### src/rtl/ac_zone_scheduler.sv
// ---------------------------------------------------------------------------
// ac_zone_scheduler
//
// Shares one AC compressor among N_ZONES zone cooling requests. One zone
// damper is granted at a time in round-robin order. The compressor is
// protected by a minimum on time, a minimum off time (COOLDOWN) and a time
// slice. The slice forces rotation when another zone is waiting.
//
// Ports:
//   clk            rising-edge clock
//   reset          asynchronous, active-high reset
//   enable         global system enable
//   req            per-zone cooling demand, level-sensitive
//   compressor_on  compressor drive (registered)
//   grant          one-hot damper open, zero while compressor is off (registered)
//   zone_idx       index of granted zone; holds last value when idle (registered)
//   state          00 IDLE, 01 RUN, 10 COOLDOWN (registered)
// ---------------------------------------------------------------------------
module ac_zone_scheduler #(
   parameter int N_ZONES   = 4,
   parameter int MIN_ON    = 8,
   parameter int MIN_OFF   = 4,
   parameter int MAX_SLICE = 16,
   parameter int CNT_W     = 8,
   localparam int IDX_W    = (N_ZONES > 1) ? $clog2(N_ZONES) : 1
) (
   input  logic               clk,
   input  logic               reset,
   input  logic               enable,
   input  logic [N_ZONES-1:0] req,
   output logic               compressor_on,
   output logic [N_ZONES-1:0] grant,
   output logic [IDX_W-1:0]   zone_idx,
   output logic [1:0]         state
);

   typedef enum logic [1:0] {
      ST_IDLE     = 2'b00,
      ST_RUN      = 2'b01,
      ST_COOLDOWN = 2'b10
   } state_t;

   localparam logic [CNT_W-1:0]   MIN_ON_M1    = CNT_W'(MIN_ON - 1);
   localparam logic [CNT_W-1:0]   MIN_OFF_M1   = CNT_W'(MIN_OFF - 1);
   localparam logic [CNT_W-1:0]   MAX_SLICE_M1 = CNT_W'(MAX_SLICE - 1);
   localparam logic [CNT_W-1:0]   CNT_MAX      = {CNT_W{1'b1}};
   localparam logic [N_ZONES-1:0] ONE_HOT0     = N_ZONES'(1);

   state_t               state_reg, state_next;
   logic                 compressor_on_reg, compressor_on_next;
   logic [N_ZONES-1:0]   grant_reg, grant_next;
   logic [IDX_W-1:0]     zone_idx_reg, zone_idx_next;
   logic [IDX_W-1:0]     last_reg, last_next;
   logic [CNT_W-1:0]     off_cnt_reg, off_cnt_next;
   logic [CNT_W-1:0]     run_cnt_reg, run_cnt_next;
   logic [CNT_W-1:0]     slice_cnt_reg, slice_cnt_next;

   logic [N_ZONES-1:0]   others;
   logic [IDX_W-1:0]     req_pick;
   logic [IDX_W-1:0]     oth_pick;
   logic [CNT_W-1:0]     run_cnt_inc;
   logic [CNT_W-1:0]     slice_cnt_inc;

   // Round-robin pick: first set bit above ptr, otherwise the lowest set
   // bit (the wrap-around). The descending loop leaves the lowest match.
   function automatic logic [IDX_W-1:0] rr_pick(input logic [N_ZONES-1:0] cand,
                                                input logic [IDX_W-1:0]   ptr);
      logic [IDX_W-1:0] hi_pick;
      logic [IDX_W-1:0] lo_pick;
      logic             hi_found;
      hi_pick  = '0;
      lo_pick  = '0;
      hi_found = 1'b0;
      for (int i = N_ZONES - 1; i >= 0; i--) begin
         if (cand[i]) begin
            lo_pick = IDX_W'(i);
            if (IDX_W'(i) > ptr) begin
               hi_pick  = IDX_W'(i);
               hi_found = 1'b1;
            end
         end
      end
      return hi_found ? hi_pick : lo_pick;
   endfunction

   // Requests competing with the current holder.
   assign others        = req & ~grant_reg;
   assign req_pick      = rr_pick(req, last_reg);
   assign oth_pick      = rr_pick(others, last_reg);
   assign run_cnt_inc   = (run_cnt_reg == CNT_MAX) ? run_cnt_reg : run_cnt_reg + 1'b1;
   assign slice_cnt_inc = (slice_cnt_reg == CNT_MAX) ? slice_cnt_reg : slice_cnt_reg + 1'b1;

   always_comb begin
      state_next         = state_reg;
      compressor_on_next = compressor_on_reg;
      grant_next         = grant_reg;
      zone_idx_next      = zone_idx_reg;
      last_next          = last_reg;
      off_cnt_next       = off_cnt_reg;
      run_cnt_next       = run_cnt_reg;
      slice_cnt_next     = slice_cnt_reg;

      case (state_reg)
         ST_COOLDOWN: begin
            compressor_on_next = 1'b0;
            grant_next         = '0;
            off_cnt_next       = off_cnt_reg + 1'b1;
            if (off_cnt_reg == MIN_OFF_M1) begin
               state_next = ST_IDLE;
            end
         end

         ST_IDLE: begin
            if (enable && (|req)) begin
               state_next         = ST_RUN;
               compressor_on_next = 1'b1;
               grant_next         = ONE_HOT0 << req_pick;
               zone_idx_next      = req_pick;
               last_next          = req_pick;
               run_cnt_next       = '0;
               slice_cnt_next     = '0;
            end
         end

         ST_RUN: begin
            run_cnt_next   = run_cnt_inc;
            slice_cnt_next = slice_cnt_inc;
            if (run_cnt_reg < MIN_ON_M1) begin
               // Minimum on time: nothing may stop or move the grant yet.
            end else if (!enable) begin
               state_next         = ST_COOLDOWN;
               compressor_on_next = 1'b0;
               grant_next         = '0;
               off_cnt_next       = '0;
            end else if (!req[zone_idx_reg]) begin
               if (|others) begin
                  // Handover: compressor keeps running, run_cnt continues.
                  grant_next     = ONE_HOT0 << oth_pick;
                  zone_idx_next  = oth_pick;
                  last_next      = oth_pick;
                  slice_cnt_next = '0;
               end else begin
                  state_next         = ST_COOLDOWN;
                  compressor_on_next = 1'b0;
                  grant_next         = '0;
                  off_cnt_next       = '0;
               end
            end else if ((slice_cnt_reg >= MAX_SLICE_M1) && (|others)) begin
               grant_next     = ONE_HOT0 << oth_pick;
               zone_idx_next  = oth_pick;
               last_next      = oth_pick;
               slice_cnt_next = '0;
            end
         end

         default: begin
            // Unreachable encoding: recover through a full cooldown.
            state_next         = ST_COOLDOWN;
            compressor_on_next = 1'b0;
            grant_next         = '0;
            off_cnt_next       = '0;
         end
      endcase
   end

   always_ff @(posedge clk or posedge reset) begin
      if (reset) begin
         state_reg         <= ST_COOLDOWN;
         compressor_on_reg <= 1'b0;
         grant_reg         <= '0;
         zone_idx_reg      <= '0;
         last_reg          <= IDX_W'(N_ZONES - 1);
         off_cnt_reg       <= '0;
         run_cnt_reg       <= '0;
         slice_cnt_reg     <= '0;
      end else begin
         state_reg         <= state_next;
         compressor_on_reg <= compressor_on_next;
         grant_reg         <= grant_next;
         zone_idx_reg      <= zone_idx_next;
         last_reg          <= last_next;
         off_cnt_reg       <= off_cnt_next;
         run_cnt_reg       <= run_cnt_next;
         slice_cnt_reg     <= slice_cnt_next;
      end
   end

   assign state         = state_reg;
   assign compressor_on = compressor_on_reg;
   assign grant         = grant_reg;
   assign zone_idx      = zone_idx_reg;

endmodule

### config.mk
export PLATFORM = sky130hd
export DESIGN_NAME = ac_zone_scheduler
export DESIGN_NICKNAME = d
export VERILOG_FILES = /design/src/rtl/ac_zone_scheduler.sv
export SDC_FILE = /design/constraint.sdc
export NUM_CORES = 1
export LEC_CHECK = 0
export CORE_MARGIN = 3
export CORE_UTILIZATION = 43
export CTS_CLUSTER_SIZE = 12
export DETAILED_ROUTE_END_ITERATION = 6
export MAX_ROUTING_LAYER = met4
export PLACE_DENSITY_LB_ADDON = 0.05
export SLEW_MARGIN = 10
export SYNTH_ARGS = -nofsm -noshare
export SYNTH_HDL_FRONTEND = slang
export SYNTH_SLANG_ARGS = --single-unit
### constraint.sdc
create_clock -name clk -period 4.2 [get_ports clk]
set_input_delay 1.26 -clock clk [delete_from_list [all_inputs] [get_ports clk]]
set_output_delay 1.26 -clock clk [all_outputs]
set_load 0.01 [all_outputs]
==> results of run 1 <==
[worst min-delay path by stage]
stage,end,slack [ns],cells after the start
after global routing,off_cnt_reg[7],0.54,1
after floorplan,off_cnt_reg[7],0.45,1
after global placement,off_cnt_reg[7],0.49,1
final,off_cnt_reg[7],0.51,1
after CTS,run_cnt_reg[2],0.51,1
after detailed placement,run_cnt_reg[2],0.50,1
[placed cells by master (no fill, tap or decap), types with 4 or more instances in the layout]
master and n:
sky130_fd_sc_hd__a21oi_1 12, sky130_fd_sc_hd__nor2_1 24, sky130_fd_sc_hd__clkdlybuf4s50_1 15, sky130_fd_sc_hd__nand4_1 8, sky130_fd_sc_hd__nor2b_1 5, sky130_fd_sc_hd__dfrtp_1 32, sky130_fd_sc_hd__a21o_1 4, sky130_fd_sc_hd__nand3_1 9
sky130_fd_sc_hd__clkbuf_8 6, sky130_fd_sc_hd__xor2_1 12, sky130_fd_sc_hd__o21ai_0 14, sky130_fd_sc_hd__inv_1 5, sky130_fd_sc_hd__nand2b_1 11, sky130_fd_sc_hd__nand2_1 25, sky130_fd_sc_hd__nor3_1 8
[metal layers]
| metal | vias to the layer above | global-route usage [%] |
|---|---|---|
| met5 | - | - |
| met4 | 0 | 4.891 |
| met3 | 4 | 3.521 |
| met2 | 26 | 26.48 |
| met1 | 878 | 25.09 |
| li1 | 923 | - |
[final cells by class]
class | count | area, um2 | share of cell area [%]
Clock inverter | 1 | 5.005 | 0.2040
Clock buffer | 7 | 86.33 | 3.519
Multi-Input combinational cell | 191 | 1215 | 49.52
Sequential cell | 35 | 879.6 | 35.85
Timing Repair Buffer | 17 | 165.2 | 6.731
Tap cell | 67 | 83.83 | 3.417
Inverter | 5 | 18.77 | 0.7649
[critical path: cells and delay by family]
family	cells	cell delay, ns
AO/OA/AOI/OAI	1	0.39
multiplexers	1	0.31
buffers and inverters	1	0.60
AND/OR/NAND/NOR	3	0.96
[stage by stage]
stage | hold WS [ns] | setup WS [ns]
final | 0.5055 | 0.8417
after floorplan | 0.4458 | 1.220
after global routing | 0.5444 | 0.5959
after detailed placement | 0.4961 | 0.5838
after global placement | 0.4886 | 0.5959
after CTS | 0.5069 | 0.8723
[cell families (layout without fill, tap and decap cells)]
kind of cell    after synthesis  count (layout)
simple gates                110             110
compound gates               61              61
flops                        35              35
buf+inv                      17              30
xor+xnor                     13              13
mux                           4               4
fa+ha+maj                     3               3
[power groups by stage]
| stage | clock network [uW] | registers [uW] | logic (uW) |
|---|---|---|---|
| after CTS | 260 | 575 | 486 |
| after floorplan | 0 | 519 | 385 |
| after detailed placement | 0 | 583 | 484 |
| final | 253 | 577 | 480 |
| after global routing | 275 | 601 | 543 |
| after global placement | 0 | 586 | 483 |
==> run_summary.xml, run 1 <==
<?xml version="1.0" encoding="UTF-8"?>
<metrics>
  <group name="synth">
    <metric name="asyncSetResetFlopFracSynth" unit="%">100.0</metric>
    <metric name="number_of_storage_elements_in_the_synthesis_netlist" unit="">35</metric>
    <metric name="synth_edf_count" unit="">0</metric>
    <metric name="synth_largest_area_cell" unit="">sky130_fd_sc_hd__dfrtp_1</metric>
    <metric name="mappedNetlistNets" unit="">253</metric>
    <metric name="synth.top_cells.by_count" unit="">sky130_fd_sc_hd__dfrtp_1 (32), sky130_fd_sc_hd__nand2_1 (25), sky130_fd_sc_hd__nor2_1 (24)</metric>
    <metric name="fraction_of_the_mapped_netlist_area_in_simple_logic_gates" unit="%">26.36</metric>
    <metric name="synth_compound_gate_area_share" unit="%">20.34</metric>
    <metric name="synthMostInstantiatedCell" unit="">sky130_fd_sc_hd__dfrtp_1</metric>
    <metric name="synthAdderAreaFrac" unit="%">1.738</metric>
    <metric name="multiplexer_area_fraction_after_synthesis" unit="%">2.549</metric>
    <metric name="post_synth_num_cell_types" unit="">51</metric>
    <metric name="postSynthCellCount" unit="">243</metric>
    <metric name="synth_top_family_by_area" unit="">simple AND/OR/NAND/NOR gates</metric>
    <metric name="synthXorXnorAreaFrac" unit="%">5.272</metric>
    <metric name="share_of_the_synthesized_area_in_the_top_cell_type" unit="%">37.08</metric>
    <metric name="ys_seq_area_share" unit="%">40.73</metric>
    <metric name="syn_area" unit="um2">2160</metric>
    <metric name="yosysWarningCount" unit="">0</metric>
    <metric name="synth_area_per_cell" unit="um2">8.887</metric>
    <metric name="synthFlopType" unit="">sky130_fd_sc_hd__dfrtp_1</metric>
    <metric name="ys_top_cells_by_area" unit="">sky130_fd_sc_hd__dfrtp_1 (37%), sky130_fd_sc_hd__xor2_1 (4.9%), sky130_fd_sc_hd__nand2_1 (4.3%), sky130_fd_sc_hd__nor2_1 (4.2%), sky130_fd_sc_hd__dfstp_2 (3.7%)</metric>
  </group>
  <group name="critical_path">
    <metric name="timing.critical_path.cells" unit="">clkdlybuf4s50_1, nor2b_1, or4_1, a41oi_4, nor2_4, mux2_1</metric>
    <metric name="setup.reg_to_reg.worst_slack" unit="ns">1.63</metric>
    <metric name="critPathArrivalTime" unit="ns">3.52</metric>
    <metric name="timing_worst_setup_path_type" unit="">input port to flip-flop</metric>
    <metric name="crit_path_max_fanout" unit="">12</metric>
    <metric name="startpoint_of_the_most_critical_setup_path" unit="">req[1]</metric>
    <metric name="cp_slowest_stage_delay" unit="ns">0.60</metric>
    <metric name="regToRegEndpoint" unit="">zone_idx[1]</metric>
    <metric name="type_of_element_capturing_the_critical_path" unit="">flip-flop</metric>
    <metric name="worstSetupEndpoint" unit="">zone_idx[1]</metric>
    <metric name="worstPathRequired" unit="ns">4.36</metric>
    <metric name="critical_path.reg2reg.startpoint" unit="">state[0]</metric>
    <metric name="rr_worst_depth" unit="">5</metric>
    <metric name="cpMaxStageDelayCell" unit="">sky130_fd_sc_hd__clkdlybuf4s50_1</metric>
    <metric name="timing.critical_path.from_type" unit="">input port</metric>
  </group>
  <group name="global_routing">
    <metric name="grt.overflow.total" unit="">0</metric>
    <metric name="grt_max_degree" unit="">36</metric>
    <metric name="grt_util_all_layers" unit="%">17.93</metric>
    <metric name="first_pass_grt_wire_length" unit="um">8466</metric>
    <metric name="grt_pass1_vias" unit="">1737</metric>
    <metric name="antenna_found_initial" unit="">0</metric>
  </group>
  <group name="timing">
    <metric name="finalSetupTns" unit="ns">0</metric>
    <metric name="min_period" unit="ns">3.358</metric>
    <metric name="grt_setup_unrepaired" unit="">false</metric>
    <metric name="worst-slew-pin-transition" unit="ns">0.8613</metric>
    <metric name="slew_headroom" unit="%">42.32</metric>
    <metric name="timing_hold_violations_final" unit="">0</metric>
    <metric name="final_max_slew_viol_count" unit="">0</metric>
    <metric name="final-setup-viol-count" unit="">0</metric>
    <metric name="final.period_utilization" unit="%">79.96</metric>
    <metric name="fin_worst_skew" unit="ns">0.01566</metric>
    <metric name="achievable-frequency" unit="MHz">297.8</metric>
  </group>
  <group name="route">
    <metric name="detailedRoute.firstPassIterationCount" unit="">4</metric>
    <metric name="route.top_layer_used" unit="">met4</metric>
    <metric name="metal2_wl" unit="um">2169</metric>
    <metric name="route.detailed.wl_per_inst" unit="um">14.66</metric>
    <metric name="wirelength_met1" unit="um">2389</metric>
    <metric name="drt_iter0_markers" unit="">137</metric>
    <metric name="drt-vias-per-instance" unit="">5.669</metric>
    <metric name="route.met3.wl" unit="um">138</metric>
    <metric name="drt-total-wl" unit="um">4736</metric>
    <metric name="detail_route.drc_violations" unit="">0</metric>
    <metric name="detailroute.via_count" unit="">1831</metric>
    <metric name="antenna_left" unit="">0</metric>
  </group>
  <group name="die">
    <metric name="initial_utilization" unit="%">45.12</metric>
    <metric name="die_area" unit="um2">5908</metric>
    <metric name="rows" unit="">25</metric>
    <metric name="die_height" unit="um">76.87</metric>
    <metric name="io_pins" unit="">16</metric>
    <metric name="die_w" unit="um">76.87</metric>
    <metric name="core_area" unit="um2">4786</metric>
  </group>
  <group name="status">
    <metric name="status" unit="">complete, no violations</metric>
  </group>
  <group name="cells_and_area">
    <metric name="synthesis_to_finish_area_growth" unit="%">13.62</metric>
    <metric name="num-nets-final" unit="">265</metric>
    <metric name="stdcell_area" unit="um2">2454</metric>
    <metric name="layout.filler_cells" unit="">480</metric>
    <metric name="antenna_cells_inserted" unit="">0</metric>
    <metric name="drive_gt1_share" unit="%">6.641</metric>
    <metric name="final_cell_count_no_fill" unit="">323</metric>
    <metric name="layout.core_utilization" unit="%">51.27</metric>
  </group>
  <group name="clock_network">
    <metric name="tritoncts.num_buffers" unit="">5</metric>
    <metric name="cts-resized-gates" unit="">0</metric>
    <metric name="clk-insertion-delay-late" unit="ns">0.29</metric>
    <metric name="htree_levels" unit="">2</metric>
    <metric name="clock-sinks" unit="">35</metric>
    <metric name="cts_hold_buffers" unit="">0</metric>
    <metric name="cts_post_setup_buffers_inserted" unit="">0</metric>
    <metric name="clk_root_buffer_cell" unit="">sky130_fd_sc_hd__clkbuf_8</metric>
    <metric name="clock_slew_at_the_register_clock_pins_of_the_worst_setup_and_hold_paths" unit="ns">0.08</metric>
    <metric name="max-clock-path-buffers" unit="">2</metric>
    <metric name="cts_tree" unit="">built</metric>
  </group>
  <group name="power">
    <metric name="p_int" unit="uW">791.7</metric>
    <metric name="pwr-share-comb" unit="%">36.6</metric>
    <metric name="p_leak" unit="uW">0.001028</metric>
    <metric name="switching_share" unit="%">39.53</metric>
    <metric name="part_of_the_total_power_dissipated_in_sequential_elements" unit="%">44.0</metric>
    <metric name="power" unit="uW">1309</metric>
    <metric name="p_switching" unit="uW">517.6</metric>
    <metric name="power_per_cell_area" unit="nW/um2">533.6</metric>
    <metric name="clkPwrFrac" unit="%">19.3</metric>
    <metric name="max-vdd-ir-drop" unit="mV">0.2075</metric>
  </group>
  <group name="placed_design">
    <metric name="globalplace.congestion" unit="">0.9009</metric>
    <metric name="place.detailed.hpwl" unit="um">3360</metric>
    <metric name="placed_cells" unit="">315</metric>
    <metric name="buffer_ports.inserted" unit="">15</metric>
    <metric name="dpl_cell_area" unit="um2">2362</metric>
  </group>
  <group name="min_path">
    <metric name="start_point_of_the_worst_min_delay_path" unit="">off_cnt_reg[7]</metric>
    <metric name="worstHoldPathType" unit="">flip-flop to flip-flop</metric>
  </group>
  <group name="job">
    <metric name="drv_cap" unit="">0</metric>
  </group>
</metrics>
(Power assumes the default switching activity.)
==> run 2: changes to the inputs <==
Clock period 4.2 ns to 3 ns, I/O delays scaled along.
==> run 2 against run 1 <==
Sequential power increased by 36%. Utilization grew 3.9 points. Combinational power rose by 67%. Via count increased by 5.0%. Non-clock buffer count is 26 higher. Cell count grew 8.0%. Die area unchanged. Hold slack worse by 0.0062 ns. Highest routed layer unchanged.
==> run_summary.xml, run 2 (synthesized netlist as in run 1, its figures left out) <==
<?xml version="1.0" encoding="UTF-8"?>
<metrics>
  <group name="timing">
    <metric name="finalSetupTns" unit="ns">0</metric>
    <metric name="slew_headroom" unit="%">44.83</metric>
    <metric name="achievable-frequency" unit="MHz">364.5</metric>
    <metric name="final_max_slew_viol_count" unit="">0</metric>
    <metric name="grt_setup_unrepaired" unit="">false</metric>
    <metric name="final-setup-viol-count" unit="">0</metric>
    <metric name="min_period" unit="ns">2.744</metric>
    <metric name="timing_hold_violations_final" unit="">0</metric>
    <metric name="fin_worst_skew" unit="ns">0.006075</metric>
    <metric name="final.period_utilization" unit="%">91.46</metric>
    <metric name="worst-slew-pin-transition" unit="ns">0.8276</metric>
    <metric name="hold-worst-slack" unit="ns">0.4993</metric>
  </group>
  <group name="cells_and_area">
    <metric name="antenna_cells_inserted" unit="">0</metric>
    <metric name="drive_gt1_share" unit="%">14.89</metric>
    <metric name="layout.filler_cells" unit="">477</metric>
    <metric name="seqCellArea" unit="um2">879.6</metric>
    <metric name="most-common-layout-cells" unit="">sky130_fd_sc_hd__dfrtp_1 (32), sky130_fd_sc_hd__buf_4 (28), sky130_fd_sc_hd__nand2_1 (25)</metric>
    <metric name="most_frequent_standard_cell_in_the_layout_excluding_fill_and_tap_cells" unit="">sky130_fd_sc_hd__dfrtp_1</metric>
    <metric name="num-nets-final" unit="">291</metric>
    <metric name="synthesis_to_finish_area_growth" unit="%">22.19</metric>
    <metric name="multi_input_area" unit="um2">1215</metric>
    <metric name="stdcell_area" unit="um2">2639</metric>
  </group>
  <group name="clock_network">
    <metric name="tritoncts.num_buffers" unit="">5</metric>
    <metric name="cts-resized-gates" unit="">0</metric>
    <metric name="clock-sinks" unit="">35</metric>
    <metric name="clock_slew_at_the_register_clock_pins_of_the_worst_setup_and_hold_paths" unit="ns">0.07</metric>
    <metric name="clk_root_buffer_cell" unit="">sky130_fd_sc_hd__clkbuf_8</metric>
    <metric name="cts_tree" unit="">built</metric>
    <metric name="clk-insertion-delay-late" unit="ns">0.28</metric>
    <metric name="cts_post_setup_buffers_inserted" unit="">0</metric>
    <metric name="htree_levels" unit="">2</metric>
    <metric name="cts_hold_buffers" unit="">0</metric>
    <metric name="max-clock-path-buffers" unit="">2</metric>
  </group>
  <group name="die">
    <metric name="die_w" unit="um">76.87</metric>
    <metric name="die_area" unit="um2">5908</metric>
    <metric name="initial_utilization" unit="%">45.12</metric>
    <metric name="rows" unit="">25</metric>
    <metric name="die_height" unit="um">76.87</metric>
    <metric name="io_pins" unit="">16</metric>
    <metric name="core_area" unit="um2">4786</metric>
  </group>
  <group name="route">
    <metric name="detail_route.drc_violations" unit="">0</metric>
    <metric name="drt-vias-per-instance" unit="">5.510</metric>
    <metric name="route.detailed.wl_per_inst" unit="um">14.19</metric>
    <metric name="detailedRoute.firstPassIterationCount" unit="">4</metric>
    <metric name="drt_iter0_markers" unit="">94</metric>
    <metric name="antenna_left" unit="">0</metric>
    <metric name="detailroute.via_count" unit="">1923</metric>
    <metric name="drt-total-wl" unit="um">4952</metric>
  </group>
  <group name="power">
    <metric name="max-vdd-ir-drop" unit="mV">0.3736</metric>
    <metric name="p_leak" unit="uW">0.001150</metric>
    <metric name="power_per_cell_area" unit="nW/um2">723.3</metric>
  </group>
  <group name="placed_design">
    <metric name="buffer_ports.inserted" unit="">15</metric>
    <metric name="place.detailed.hpwl" unit="um">3724</metric>
    <metric name="globalplace.congestion" unit="">0.9251</metric>
    <metric name="dpl_cell_area" unit="um2">2557</metric>
  </group>
  <group name="job">
    <metric name="drv_cap" unit="">0</metric>
  </group>
  <group name="critical_path">
    <metric name="type_of_element_capturing_the_critical_path" unit="">flip-flop</metric>
    <metric name="setup.reg_to_reg.worst_slack" unit="ns">0.60</metric>
    <metric name="critical_path.reg2reg.startpoint" unit="">run_cnt_reg[3]</metric>
    <metric name="crit_path_max_fanout" unit="">4</metric>
    <metric name="rr_worst_depth" unit="">6</metric>
    <metric name="timing.critical_path.from_type" unit="">input port</metric>
    <metric name="regToRegEndpoint" unit="">zone_idx[1]</metric>
    <metric name="timing_worst_setup_path_type" unit="">input port to flip-flop</metric>
    <metric name="critPathArrivalTime" unit="ns">2.91</metric>
    <metric name="worstPathRequired" unit="ns">3.17</metric>
  </group>
  <group name="min_path">
    <metric name="hold_critical_path_endpoint" unit="">run_cnt_reg[2]</metric>
    <metric name="start_point_of_the_worst_min_delay_path" unit="">run_cnt_reg[2]</metric>
    <metric name="worstHoldPathType" unit="">flip-flop to flip-flop</metric>
    <metric name="min_path_cells" unit="">1</metric>
  </group>
  <group name="global_routing">
    <metric name="grt.overflow.total" unit="">0</metric>
    <metric name="first_pass_grt_wire_length" unit="um">8694</metric>
    <metric name="grt_max_degree" unit="">36</metric>
    <metric name="grt_pass1_vias" unit="">1809</metric>
    <metric name="grt_util_all_layers" unit="%">18.50</metric>
    <metric name="antenna_found_initial" unit="">0</metric>
  </group>
  <group name="status">
    <metric name="status" unit="">complete, no violations</metric>
  </group>
</metrics>
==> run 2: critical path, cell delays in order <==
cell and delay, ns:
sky130_fd_sc_hd__clkdlybuf4s50_1 0.47, sky130_fd_sc_hd__nor2b_1 0.17, sky130_fd_sc_hd__or4_1 0.61, sky130_fd_sc_hd__a41oi_4 0.27, sky130_fd_sc_hd__buf_4 0.16, sky130_fd_sc_hd__nor2_4 0.04
sky130_fd_sc_hd__mux2_1 0.30
==> run 2: how the worst max path moves through the flow <==
stage	start	endpoint	depth (start not counted)
5_1_grt	req[2]	run_cnt_reg[2]	7
2_1_floorplan	req[3]	zone_idx[1]	6
3_5_place_dp	req[1]	zone_idx[1]	7
4_1_cts	req[1]	zone_idx[1]	7
3_3_place_gp	req[1]	zone_idx[1]	7
6_report	req[1]	zone_idx[1]	7
==> run 2: cell type report <==
class,instances,share of cell area [%]
Clock buffer,7,2.892
Clock inverter,1,0.1897
Inverter,5,0.7112
Multi-Input combinational cell,191,46.04
Sequential cell,35,33.33
Tap cell,67,3.177
Timing Repair Buffer,43,13.66
==> run 2: metal layers <==
metal	share of wire (%)	vias to the layer above	global-route usage, %
met5	0	-	-
met4	1.2	0	5.978
met3	3.1	6	3.638
met2	46	31	28.66
met1	49	905	24.37
li1	-	981	-
==> run 2: metrics by stage <==
stage	util, %	total power [uW]	setup WS, ns	instances
after detailed placement	53.44	1605	-0.03712	341
final	55.14	1909	0.2562	349
after floorplan	-	1265	0.3796	243
after global routing	55.14	2072	0.05652	349
after global placement	53.44	1598	-0.05028	341
after CTS	55.14	1931	0.2479	349
==> run 2: report_power, final <==
group / internal, uW / leakage (uW) / switching [uW]
clock: 163 / 0.0000422 / 156
combinational: 402 / 0.000645 / 401
sequential: 605 / 0.000463 / 181
total: 1170 / 0.00115 / 739
==> run 3: changes to the inputs <==
Settings changed: CORE_UTILIZATION 43 to 53.
==> run 3 against run 2 <==
Count of clock-buffer cells in the layout down 1. Clock power up 39%. Clock skew up 0.0031 ns. First-iteration DRC count up 48%. Register-to-register slack about the same. Wire length down 1.7%. Non-clock buffer count down 8. Flip-flop and latch count unchanged. Global-route usage up 2.7 points. Die area down 17%. Sequential power about the same. Critical path type unchanged.
==> run_summary.xml, run 3 (synthesized netlist as in run 1, its figures left out) <==
<?xml version="1.0" encoding="UTF-8"?>
<metrics>
  <group name="cells_and_area">
    <metric name="layout.filler_cells" unit="">303</metric>
    <metric name="drive_gt1_share" unit="%">13.50</metric>
    <metric name="num-nets-final" unit="">283</metric>
    <metric name="most_frequent_standard_cell_in_the_layout_excluding_fill_and_tap_cells" unit="">sky130_fd_sc_hd__dfrtp_1</metric>
    <metric name="antenna_cells_inserted" unit="">0</metric>
    <metric name="stdcell_area" unit="um2">2595</metric>
    <metric name="most-common-layout-cells" unit="">sky130_fd_sc_hd__dfrtp_1 (32), sky130_fd_sc_hd__nand2_1 (25), sky130_fd_sc_hd__nor2_1 (24)</metric>
    <metric name="final_cell_count_no_fill" unit="">322</metric>
    <metric name="synthesis_to_finish_area_growth" unit="%">20.16</metric>
    <metric name="layout.core_utilization" unit="%">68.31</metric>
  </group>
  <group name="route">
    <metric name="detailroute.via_count" unit="">1946</metric>
    <metric name="detailedRoute.firstPassIterationCount" unit="">4</metric>
    <metric name="detail_route.drc_violations" unit="">0</metric>
    <metric name="drt-total-wl" unit="um">4866</metric>
    <metric name="antenna_left" unit="">0</metric>
    <metric name="drt-vias-per-instance" unit="">6.043</metric>
    <metric name="route.detailed.wl_per_inst" unit="um">15.11</metric>
    <metric name="drt_iter0_markers" unit="">139</metric>
  </group>
  <group name="global_routing">
    <metric name="grt_util_all_layers" unit="%">21.17</metric>
    <metric name="first_pass_grt_wire_length" unit="um">8224</metric>
    <metric name="grt.overflow.total" unit="">0</metric>
    <metric name="grt_max_degree" unit="">36</metric>
    <metric name="antenna_found_initial" unit="">0</metric>
    <metric name="grt_pass1_vias" unit="">1749</metric>
  </group>
  <group name="job">
    <metric name="drv_cap" unit="">0</metric>
  </group>
  <group name="timing">
    <metric name="slew_headroom" unit="%">55.99</metric>
    <metric name="final.period_utilization" unit="%">93.62</metric>
    <metric name="worst-slew-pin-transition" unit="ns">0.6551</metric>
    <metric name="min_period" unit="ns">2.809</metric>
    <metric name="achievable-frequency" unit="MHz">356.0</metric>
    <metric name="hold-worst-slack" unit="ns">0.4924</metric>
    <metric name="fin_worst_skew" unit="ns">0.009135</metric>
    <metric name="grt_setup_unrepaired" unit="">false</metric>
    <metric name="final_max_slew_viol_count" unit="">0</metric>
    <metric name="final-setup-viol-count" unit="">0</metric>
    <metric name="timing_hold_violations_final" unit="">0</metric>
  </group>
  <group name="critical_path">
    <metric name="critPathArrivalTime" unit="ns">3.04</metric>
    <metric name="type_of_element_capturing_the_critical_path" unit="">flip-flop</metric>
    <metric name="cp_slowest_stage_delay" unit="ns">0.56</metric>
    <metric name="timing_worst_setup_path_type" unit="">input port to flip-flop</metric>
    <metric name="worstPathRequired" unit="ns">3.23</metric>
    <metric name="timing.critical_path.from_type" unit="">input port</metric>
    <metric name="cpMaxStageDelayCell" unit="">sky130_fd_sc_hd__a2111oi_0</metric>
    <metric name="crit_path_max_fanout" unit="">4</metric>
    <metric name="timing.critical_path.cells" unit="">clkdlybuf4s50_1, buf_4, mux4_2, nand3_1, a41oi_4, a2111oi_0, a21o_1</metric>
  </group>
  <group name="placed_design">
    <metric name="dpl_cell_area" unit="um2">2474</metric>
    <metric name="buffer_ports.inserted" unit="">15</metric>
    <metric name="globalplace.congestion" unit="">0.9396</metric>
    <metric name="place.detailed.hpwl" unit="um">3509</metric>
    <metric name="placed_cells" unit="">314</metric>
  </group>
  <group name="die">
    <metric name="die_area" unit="um2">4877</metric>
    <metric name="die_height" unit="um">69.84</metric>
    <metric name="core_area" unit="um2">3799</metric>
    <metric name="rows" unit="">22</metric>
    <metric name="io_pins" unit="">16</metric>
    <metric name="die_w" unit="um">69.84</metric>
    <metric name="initial_utilization" unit="%">56.85</metric>
  </group>
  <group name="clock_network">
    <metric name="clock-sinks" unit="">35</metric>
    <metric name="clock_slew_at_the_register_clock_pins_of_the_worst_setup_and_hold_paths" unit="ns">0.07</metric>
    <metric name="max-clock-path-buffers" unit="">2</metric>
    <metric name="cts_hold_buffers" unit="">0</metric>
    <metric name="tritoncts.num_buffers" unit="">5</metric>
    <metric name="clk-insertion-delay-late" unit="ns">0.29</metric>
    <metric name="clk_root_buffer_cell" unit="">sky130_fd_sc_hd__clkbuf_8</metric>
    <metric name="cts_tree" unit="">built</metric>
    <metric name="htree_levels" unit="">2</metric>
  </group>
  <group name="power">
    <metric name="power" unit="uW">1991</metric>
    <metric name="power_per_cell_area" unit="nW/um2">767.2</metric>
    <metric name="max-vdd-ir-drop" unit="mV">0.4767</metric>
    <metric name="p_leak" unit="uW">0.001129</metric>
  </group>
  <group name="status">
    <metric name="status" unit="">complete, no violations</metric>
  </group>
  <group name="min_path">
    <metric name="worstHoldPathType" unit="">flip-flop to flip-flop</metric>
  </group>
</metrics>
## run 3: cell types whose count changed in the layout (fill, tap and decap cells not counted)
| cell | change |
|---|---|
| sky130_fd_sc_hd__clkbuf_8 | +1 |
| sky130_fd_sc_hd__bufinv_16 | +1 |
| sky130_fd_sc_hd__a21oi_2 | +1 |
| sky130_fd_sc_hd__buf_4 | -8 |
| sky130_fd_sc_hd__a21oi_1 | -1 |
| sky130_fd_sc_hd__clkbuf_1 | -2 |
## run 3: area by class of cell
type	count	area, um2	share of cell area [%]
inverters	5	18.77	0.7232
well taps	48	60.06	2.314
repair buffers	35	300.3	11.57
multi-input cells	191	1219	46.96
clock inverters	2	35.03	1.350
clock buffers	6	82.58	3.182
flip-flops and latches	35	879.6	33.90
## run 3: path summary, 6_finish.rpt
check | cells past startpoint | from | to | slack (ns)
hold / removal | 1 | off_cnt_reg[7] | off_cnt_reg[7] | 0.49
max in group asynchronous | 3 | reset | last_reg[0] | 1.65
setup reg to reg | 6 | run_cnt_reg[3] | slice_cnt_reg[7] | 0.60
hold reg to reg | 1 | off_cnt_reg[7] | off_cnt_reg[7] | 0.49
min in group asynchronous | 3 | reset | run_cnt_reg[5] | 1.01
setup / recovery | 7 | req[2] | last_reg[0] | 0.19
## run 3: what timing repair did
item,CTS,global route
setup endpoints to repair,0,1
gates resized for setup,0,1
setup buffers,0,0
## run 3: through the flow
stage	setup slack [ns]	setup TNS, ns
after floorplan	0.3796	0
after global placement	-0.1387	-1.109
after detailed placement	-0.1738	-1.550
after CTS	0.1351	0
after global routing	0.07451	0
final	0.1914	0
## run 3: critical path, delay by kind of cell
kind	cells	cell delay, ns
and+or+nand+nor	1	0.17
AOI/OAI and AO/OA	3	0.88
muxes	1	0.48
buffers and inverters	2	0.60
## run 3: power breakdown
part           total [uW]  leakage (uW)  switching [uW]  internal [uW]
clock network         442     0.0000612             174            269
logic                 759      0.000605             394            365
registers             790      0.000463             185            605
total                1990       0.00113             752           1240
## run 3: layer usage
metal / share of wire (%) / global-route usage (%) / routed length [um] / vias up
met1: 47 / 28.26 / 2272 / 926
li1: - / - / - / 962
met4: 1.4 / 6.383 / 68 / 0
met5: 0 / - / 0 / -
met2: 48 / 32.74 / 2315 / 52
met3: 4.3 / 4.058 / 209 / 6
